==> src/rtl/text_line_writer_if.sv <==
// Command handshake between the keypad/keyboard decoder and the text line writer.
interface text_line_writer_if #(
  parameter int CODE_W = 6
);
  logic              in_valid;
  logic [1:0]        in_cmd;
  logic [CODE_W-1:0] in_code;
  logic              in_ready;

  modport master (output in_valid, output in_cmd, output in_code, input in_ready);
  modport slave  (input in_valid, input in_cmd, input in_code, output in_ready);
endinterface

==> src/rtl/text_line_writer.sv <==
// Editable working line fed by PUT/BACKSPACE/CLEAR commands; the display copy
// is refreshed only on frame_sync so the monitor never shows a half-edited line.
module text_line_writer #(
  parameter int                N_CHARS = 10,
  parameter int                CODE_W  = 6,
  parameter logic [CODE_W-1:0] BLANK   = 6'd63,
  parameter bit                SCROLL  = 1'b0
) (
  input  logic                        clk,
  input  logic                        rst_n,
  text_line_writer_if.slave           bus,
  input  logic                        frame_sync,
  output logic [N_CHARS*CODE_W-1:0]   text_buffer_in_line,
  output logic [$clog2(N_CHARS+1)-1:0] cursor,
  output logic                        line_full,
  output logic                        overflow
);
  localparam int CUR_W  = $clog2(N_CHARS + 1);
  localparam int LINE_W = N_CHARS * CODE_W;

  localparam logic [1:0] CMD_PUT   = 2'b00;
  localparam logic [1:0] CMD_BKSP  = 2'b01;
  localparam logic [1:0] CMD_CLEAR = 2'b10;

  typedef enum logic {S_IDLE, S_CLR} state_t;

  state_t            state, state_nxt;
  logic [CODE_W-1:0] slots     [N_CHARS];
  logic [CODE_W-1:0] slots_nxt [N_CHARS];
  logic [CUR_W-1:0]  cur_q, cur_nxt, clr_idx, clr_nxt;
  logic              rdy_q, dirty_q, ovf_q, full_q;
  logic              edit, ovf_nxt, accept;
  logic [LINE_W-1:0] line_w, line_q;

  assign accept              = bus.in_valid && rdy_q;
  assign bus.in_ready        = rdy_q;
  assign text_buffer_in_line = line_q;
  assign cursor              = cur_q;
  assign line_full           = full_q;
  assign overflow            = ovf_q;

  always_comb begin
    line_w = '0;
    for (int i = 0; i < N_CHARS; i++) line_w[i*CODE_W +: CODE_W] = slots[i];
  end

  always_comb begin
    state_nxt = state;
    slots_nxt = slots;
    cur_nxt   = cur_q;
    clr_nxt   = clr_idx;
    edit      = 1'b0;
    ovf_nxt   = 1'b0;
    case (state)
      S_IDLE: begin
        if (accept) begin
          case (bus.in_cmd)
            CMD_PUT: begin
              if (cur_q < CUR_W'(N_CHARS)) begin
                slots_nxt[cur_q] = bus.in_code;
                cur_nxt          = cur_q + 1'b1;
                edit             = 1'b1;
              end else if (SCROLL) begin
                for (int i = 0; i < N_CHARS - 1; i++) slots_nxt[i] = slots[i+1];
                slots_nxt[N_CHARS-1] = bus.in_code;
                edit                 = 1'b1;
              end else begin
                ovf_nxt = 1'b1;
              end
            end
            CMD_BKSP: begin
              if (cur_q != '0) begin
                slots_nxt[cur_q - 1'b1] = BLANK;
                cur_nxt                 = cur_q - 1'b1;
                edit                    = 1'b1;
              end
            end
            CMD_CLEAR: begin
              state_nxt = S_CLR;
              clr_nxt   = '0;
              edit      = 1'b1;
            end
            default: ;
          endcase
        end
      end
      S_CLR: begin
        // One slot per cycle keeps the clear path to a single write port.
        slots_nxt[clr_idx] = BLANK;
        clr_nxt            = clr_idx + 1'b1;
        if (clr_idx == CUR_W'(N_CHARS - 1)) begin
          cur_nxt   = '0;
          edit      = 1'b1;
          state_nxt = S_IDLE;
        end
      end
      default: state_nxt = S_IDLE;
    endcase
  end

  always_ff @(posedge clk or negedge rst_n) begin
    if (!rst_n) begin
      state   <= S_IDLE;
      cur_q   <= '0;
      clr_idx <= '0;
      rdy_q   <= 1'b0;
      dirty_q <= 1'b0;
      ovf_q   <= 1'b0;
      full_q  <= 1'b0;
      line_q  <= {N_CHARS{BLANK}};
      for (int i = 0; i < N_CHARS; i++) slots[i] <= BLANK;
    end else begin
      state   <= state_nxt;
      cur_q   <= cur_nxt;
      clr_idx <= clr_nxt;
      rdy_q   <= (state_nxt == S_IDLE);
      ovf_q   <= ovf_nxt;
      full_q  <= (cur_nxt == CUR_W'(N_CHARS));
      slots   <= slots_nxt;
      // An edit on the publish edge must survive so it reaches the next frame.
      if (edit)            dirty_q <= 1'b1;
      else if (frame_sync) dirty_q <= 1'b0;
      if (frame_sync && dirty_q) line_q <= line_w;
    end
  end
endmodule

==> src/flat_wrapper.sv <==
// flat-port wrapper written by rule: the top's interface ports become plain ports
module text_line_writer_flat 
#(
  parameter int                N_CHARS = 10,
  parameter int                CODE_W  = 6,
  parameter logic [CODE_W-1:0] BLANK   = 6'd63,
  parameter bit                SCROLL  = 1'b0
)
  (clk, rst_n, frame_sync, text_buffer_in_line, cursor, line_full, overflow, bus_in_valid, bus_in_cmd, bus_in_code, bus_in_ready);
  text_line_writer_if #(.CODE_W(CODE_W)) bus_i ();
  input  logic clk;
  input  logic rst_n;
  input  logic frame_sync;
  output logic [N_CHARS*CODE_W-1:0] text_buffer_in_line;
  output logic [$clog2(N_CHARS+1)-1:0] cursor;
  output logic line_full;
  output logic overflow;
  input wire logic [$bits(bus_i.in_valid)-1:0] bus_in_valid;
  input wire logic [$bits(bus_i.in_cmd)-1:0] bus_in_cmd;
  input wire logic [$bits(bus_i.in_code)-1:0] bus_in_code;
  output wire logic [$bits(bus_i.in_ready)-1:0] bus_in_ready;
  assign bus_i.in_valid = bus_in_valid;
  assign bus_i.in_cmd = bus_in_cmd;
  assign bus_i.in_code = bus_in_code;
  assign bus_in_ready = bus_i.in_ready;
  text_line_writer #(.N_CHARS(N_CHARS), .CODE_W(CODE_W), .BLANK(BLANK), .SCROLL(SCROLL)) u_core (.clk(clk), .rst_n(rst_n), .bus(bus_i), .frame_sync(frame_sync), .text_buffer_in_line(text_buffer_in_line), .cursor(cursor), .line_full(line_full), .overflow(overflow));
endmodule
==> config.mk <==
export PLATFORM = sky130hd
export DESIGN_NAME = text_line_writer_flat
export DESIGN_NICKNAME = d
export VERILOG_FILES = /design/src/rtl/text_line_writer_if.sv /design/src/rtl/text_line_writer.sv /design/src/flat_wrapper.sv
export SDC_FILE = /design/constraint.sdc
export NUM_CORES = 1
export LEC_CHECK = 0
export CORE_ASPECT_RATIO = 2
export CORE_MARGIN = 4
export CORE_UTILIZATION = 51
export DETAILED_ROUTE_END_ITERATION = 6
export GPL_TIMING_DRIVEN = 0
export PLACE_DENSITY = 0.8
export SETUP_SLACK_MARGIN = 0.1
export SLEW_MARGIN = 40
export SYNTH_ARGS = -nofsm -noshare
export SYNTH_HDL_FRONTEND = slang
export SYNTH_SLANG_ARGS = --single-unit
==> constraint.sdc <==
create_clock -name clk -period 2.4 [get_ports clk]
set_clock_uncertainty 0.2 [all_clocks]
set_input_delay 0.24 -clock clk [delete_from_list [all_inputs] [get_ports clk]]
set_output_delay 0.24 -clock clk [all_outputs]
set_load 0.02 [all_outputs]
==> metrics <==
HPWL after DPL 16.3 mm; WL final 23.8 mm; setup slack at placement -0.544 ns; Worst R2R End u_core.line_w[39]; Syn Area/Cell 11.0 µm²; Power, Total 14.5 mW; Worst Path Buf+Inv 2; pwr dens 1500 mW/mm²; DRC viols 0; Seq/Total Area, Yosys 0.487; vias in the first global route 6504; total CTS buffers 17; Cell Chain, Critical Path buf_12, inv_4, ha_4, and2b_1, a21oi_1, o22ai_4, a2111oi_0, nor2_1; Die X 91.6 µm; final hold vios 0; max_slew headroom 0.478; RSZ-0062 raised after global routing true; 1st-iter DRT viols 485; Min Clock Period, post-route 2.43 ns; Critical Path Start u_core.cursor[1]; max-cap violations 0; Worst setup SP type register; worst r2r path cells 8; # port buffers 78; Worst EP required 2.53 ns; fin area 0.00964 mm²; top post-synthesis cells by area dfstp_2 (44%), mux2_2 (9.3%), a221oi_1 (5.2%); # clock sinks 133; ys flop type dfstp_2; gr usage total 0.292; most frequent cell after synthesis dfstp_2; setup_tns -0.0300 ns; H-tree depth 4; CP Class register to register; First-pass DRT Iterations 5; Final ANT Viol Nets 0; # diodes 0; most frequent cells after synthesis dfstp_2 (120), mux2_2 (59), nor2_1 (57), a221oi_1 (42), a21oi_1 (39); initial antenna violation count 0; critical path depth 8; Vert. Die Dim 175 µm; overall die area 0.0161 mm²; CORE AREA 0.0136 mm²; first-pass GRT wire length 36.0 mm; worst-path fanout max 8; via count 6219; worst skew pair latency 0.42 ns; Mapped Nets 673; Layout area overhead 35.2%; Root Buffer clkbuf_16; Syn. warnings 0; clk slew on worst S/H paths 0.06 ns; Final Max Tran Viols 0; Worst Path Arrival 2.56 ns; fraction of layout cells with a size suffix above 1 0.473; Crit path max-delay family compound AO/OA/AOI/OAI gates; failing checks negative setup slack; LEAKAGE 3.68 nW; Worst setup endpoint u_core.line_w[39]; # IOs 79; fillers 987; Peak Freq 412 MHz; slowest stage delay, CP 0.58 ns; number of synthesized flops with an enable pin 0; Least-Margin Pin Slew 0.783 ns; Initial Util 0.525; CTS tree done; Mapped Area 0.00714 mm²; Post-DP Area 0.00819 mm²; post-synth cell types 80; Placer Congestion 0.955; crit share post-route 1.01; Fin Hold WS 0.160 ns; Hold Crit Class primary input to asynchronous set/reset pin; Avg Vias per Cell 6.38; register-to-register path setup slack -0.03 ns; Max clock buf depth 2; Finish-stage setup viols 1; drt wl/cell 24.5 µm; Yosys top cell area share 0.442; post-synthesis register bit count 133; Worst path slowest cell a2111oi_0; status finished, violations left; FFs w/ async S/R, synth 1.00; Worst VDD drop 0.000847 V; register area 0.00348 mm²; largest net degree at the start of global routing 71; RR Startpoint u_core.cursor[1]; most area-hungry cell type in the Yosys netlist dfstp_2; row cnt 60; Syn Inst Count 651; Critical Path Sink Type register; area occupied by multi-input gates 0.00390 mm²; GRT overflow 0; fin nets 799; final worst slack -0.0300 ns
cell usage in the layout, fill, tap and decap left out, types with 7 or more instances in the layout:
cell	Yosys	layout
a21oi_1	39	32
a221oi_1	42	19
a221oi_2	0	21
and3b_1	7	7
buf_1	11	10
buf_2	18	10
buf_4	5	31
buf_6	4	9
clkbuf_16	0	17
clkdlybuf4s50_1	0	76
dfrtp_1	13	9
dfstp_2	120	120
mux2_2	59	59
nand2_1	28	25
nand3_1	13	12
nand3b_1	8	8
nor2_1	57	52
nor2_2	2	7
nor2b_1	21	18
o21ai_0	32	23
o21ai_1	2	8
o22ai_1	13	12
o32ai_1	9	9
power by group:
group          leakage, nW  internal [mW]  switching, mW
sequential            1.41           3.52          0.630
combinational         1.98           3.29           4.32
clock                0.290           1.65           1.06
through the flow:
stage	util	cells
after CTS	0.675	965
final	0.710	975
after global placement	0.600	915
after floorplan	-	651
after global routing	0.710	975
after detailed placement	0.603	916
worst reg2reg max path: cells and delay by family, from the launching register on:
kind / cells / cell delay [ns]
fa+ha+maj: 1 / 0.17
flops: 1 / 0.43
buf+inv: 2 / 0.22
simple gates: 2 / 0.31
compound gates: 3 / 1.00
routing by layer:
metal | up-vias | GRT usage | wire length [µm]
met5 | - | 0 | 0
met2 | 244 | 0.517 | 12700
li1 | 2729 | - | -
met3 | 82 | 0.0523 | 971
met1 | 3164 | 0.320 | 8740
met4 | 0 | 0.177 | 1440
worst min-delay path by stage:
stage / startpoint / end / slack, ns / cells past startpoint
6_report: rst_n / u_core.dirty_q / 0.16 / 2
5_1_grt: rst_n / u_core.dirty_q / 0.20 / 2
4_1_cts: rst_n / u_core.dirty_q / 0.15 / 2
3_5_place_dp: rst_n / u_core.dirty_q / 0.006 / 1
3_3_place_gp: u_core.text_buffer_in_line[3] / u_core.text_buffer_in_line[3] / 0.28 / 2
2_1_floorplan: rst_n / u_core.bus.in_ready / -0.26 / 0
state kept, by name (all words and copies together) (netlist names):
| register | count |
|---|---|
| u_core.text_buffer_in_line | 60 |
| u_core.bus.in_ready | 1 |
| u_core.clr_idx | 4 |
| u_core.state | 1 |
| u_core.cursor | 4 |
| u_core.line_full | 1 |
| u_core.overflow | 1 |
| u_core.dirty_q | 1 |
| u_core.line_w | 60 |
logic make-up after synthesis:
family                   synth area share
AO/OA/AOI/OAI                       0.215
AND/OR/NAND/NOR                     0.143
flip-flops                          0.487
multiplexers                       0.0945
buffers and inverters              0.0395
adder cells (fa/ha/maj)            0.0175
XOR/XNOR                          0.00368
timing repair:
| action | CTS | global route |
|---|---|---|
| endpoints found under the setup margin | 63 | 60 |
| hold buffers | 1 | 0 |
| cloned | 0 | 0 |
| resized for setup | 51 | 88 |
| setup buffers | 17 | 11 |
| pin swaps | 4 | 14 |
| hold endpoints to repair | 68 | 0 |
cell type report:
type,count,share of cell area
multi-input cells,462,0.405
flip-flops and latches,133,0.361
repair buffers,108,0.112
clock buffers,18,0.0445
plain buffers,46,0.0311
well taps,186,0.0241
clock inverters,13,0.0180
inverters,9,0.00402
(Power assumes the default switching activity.)
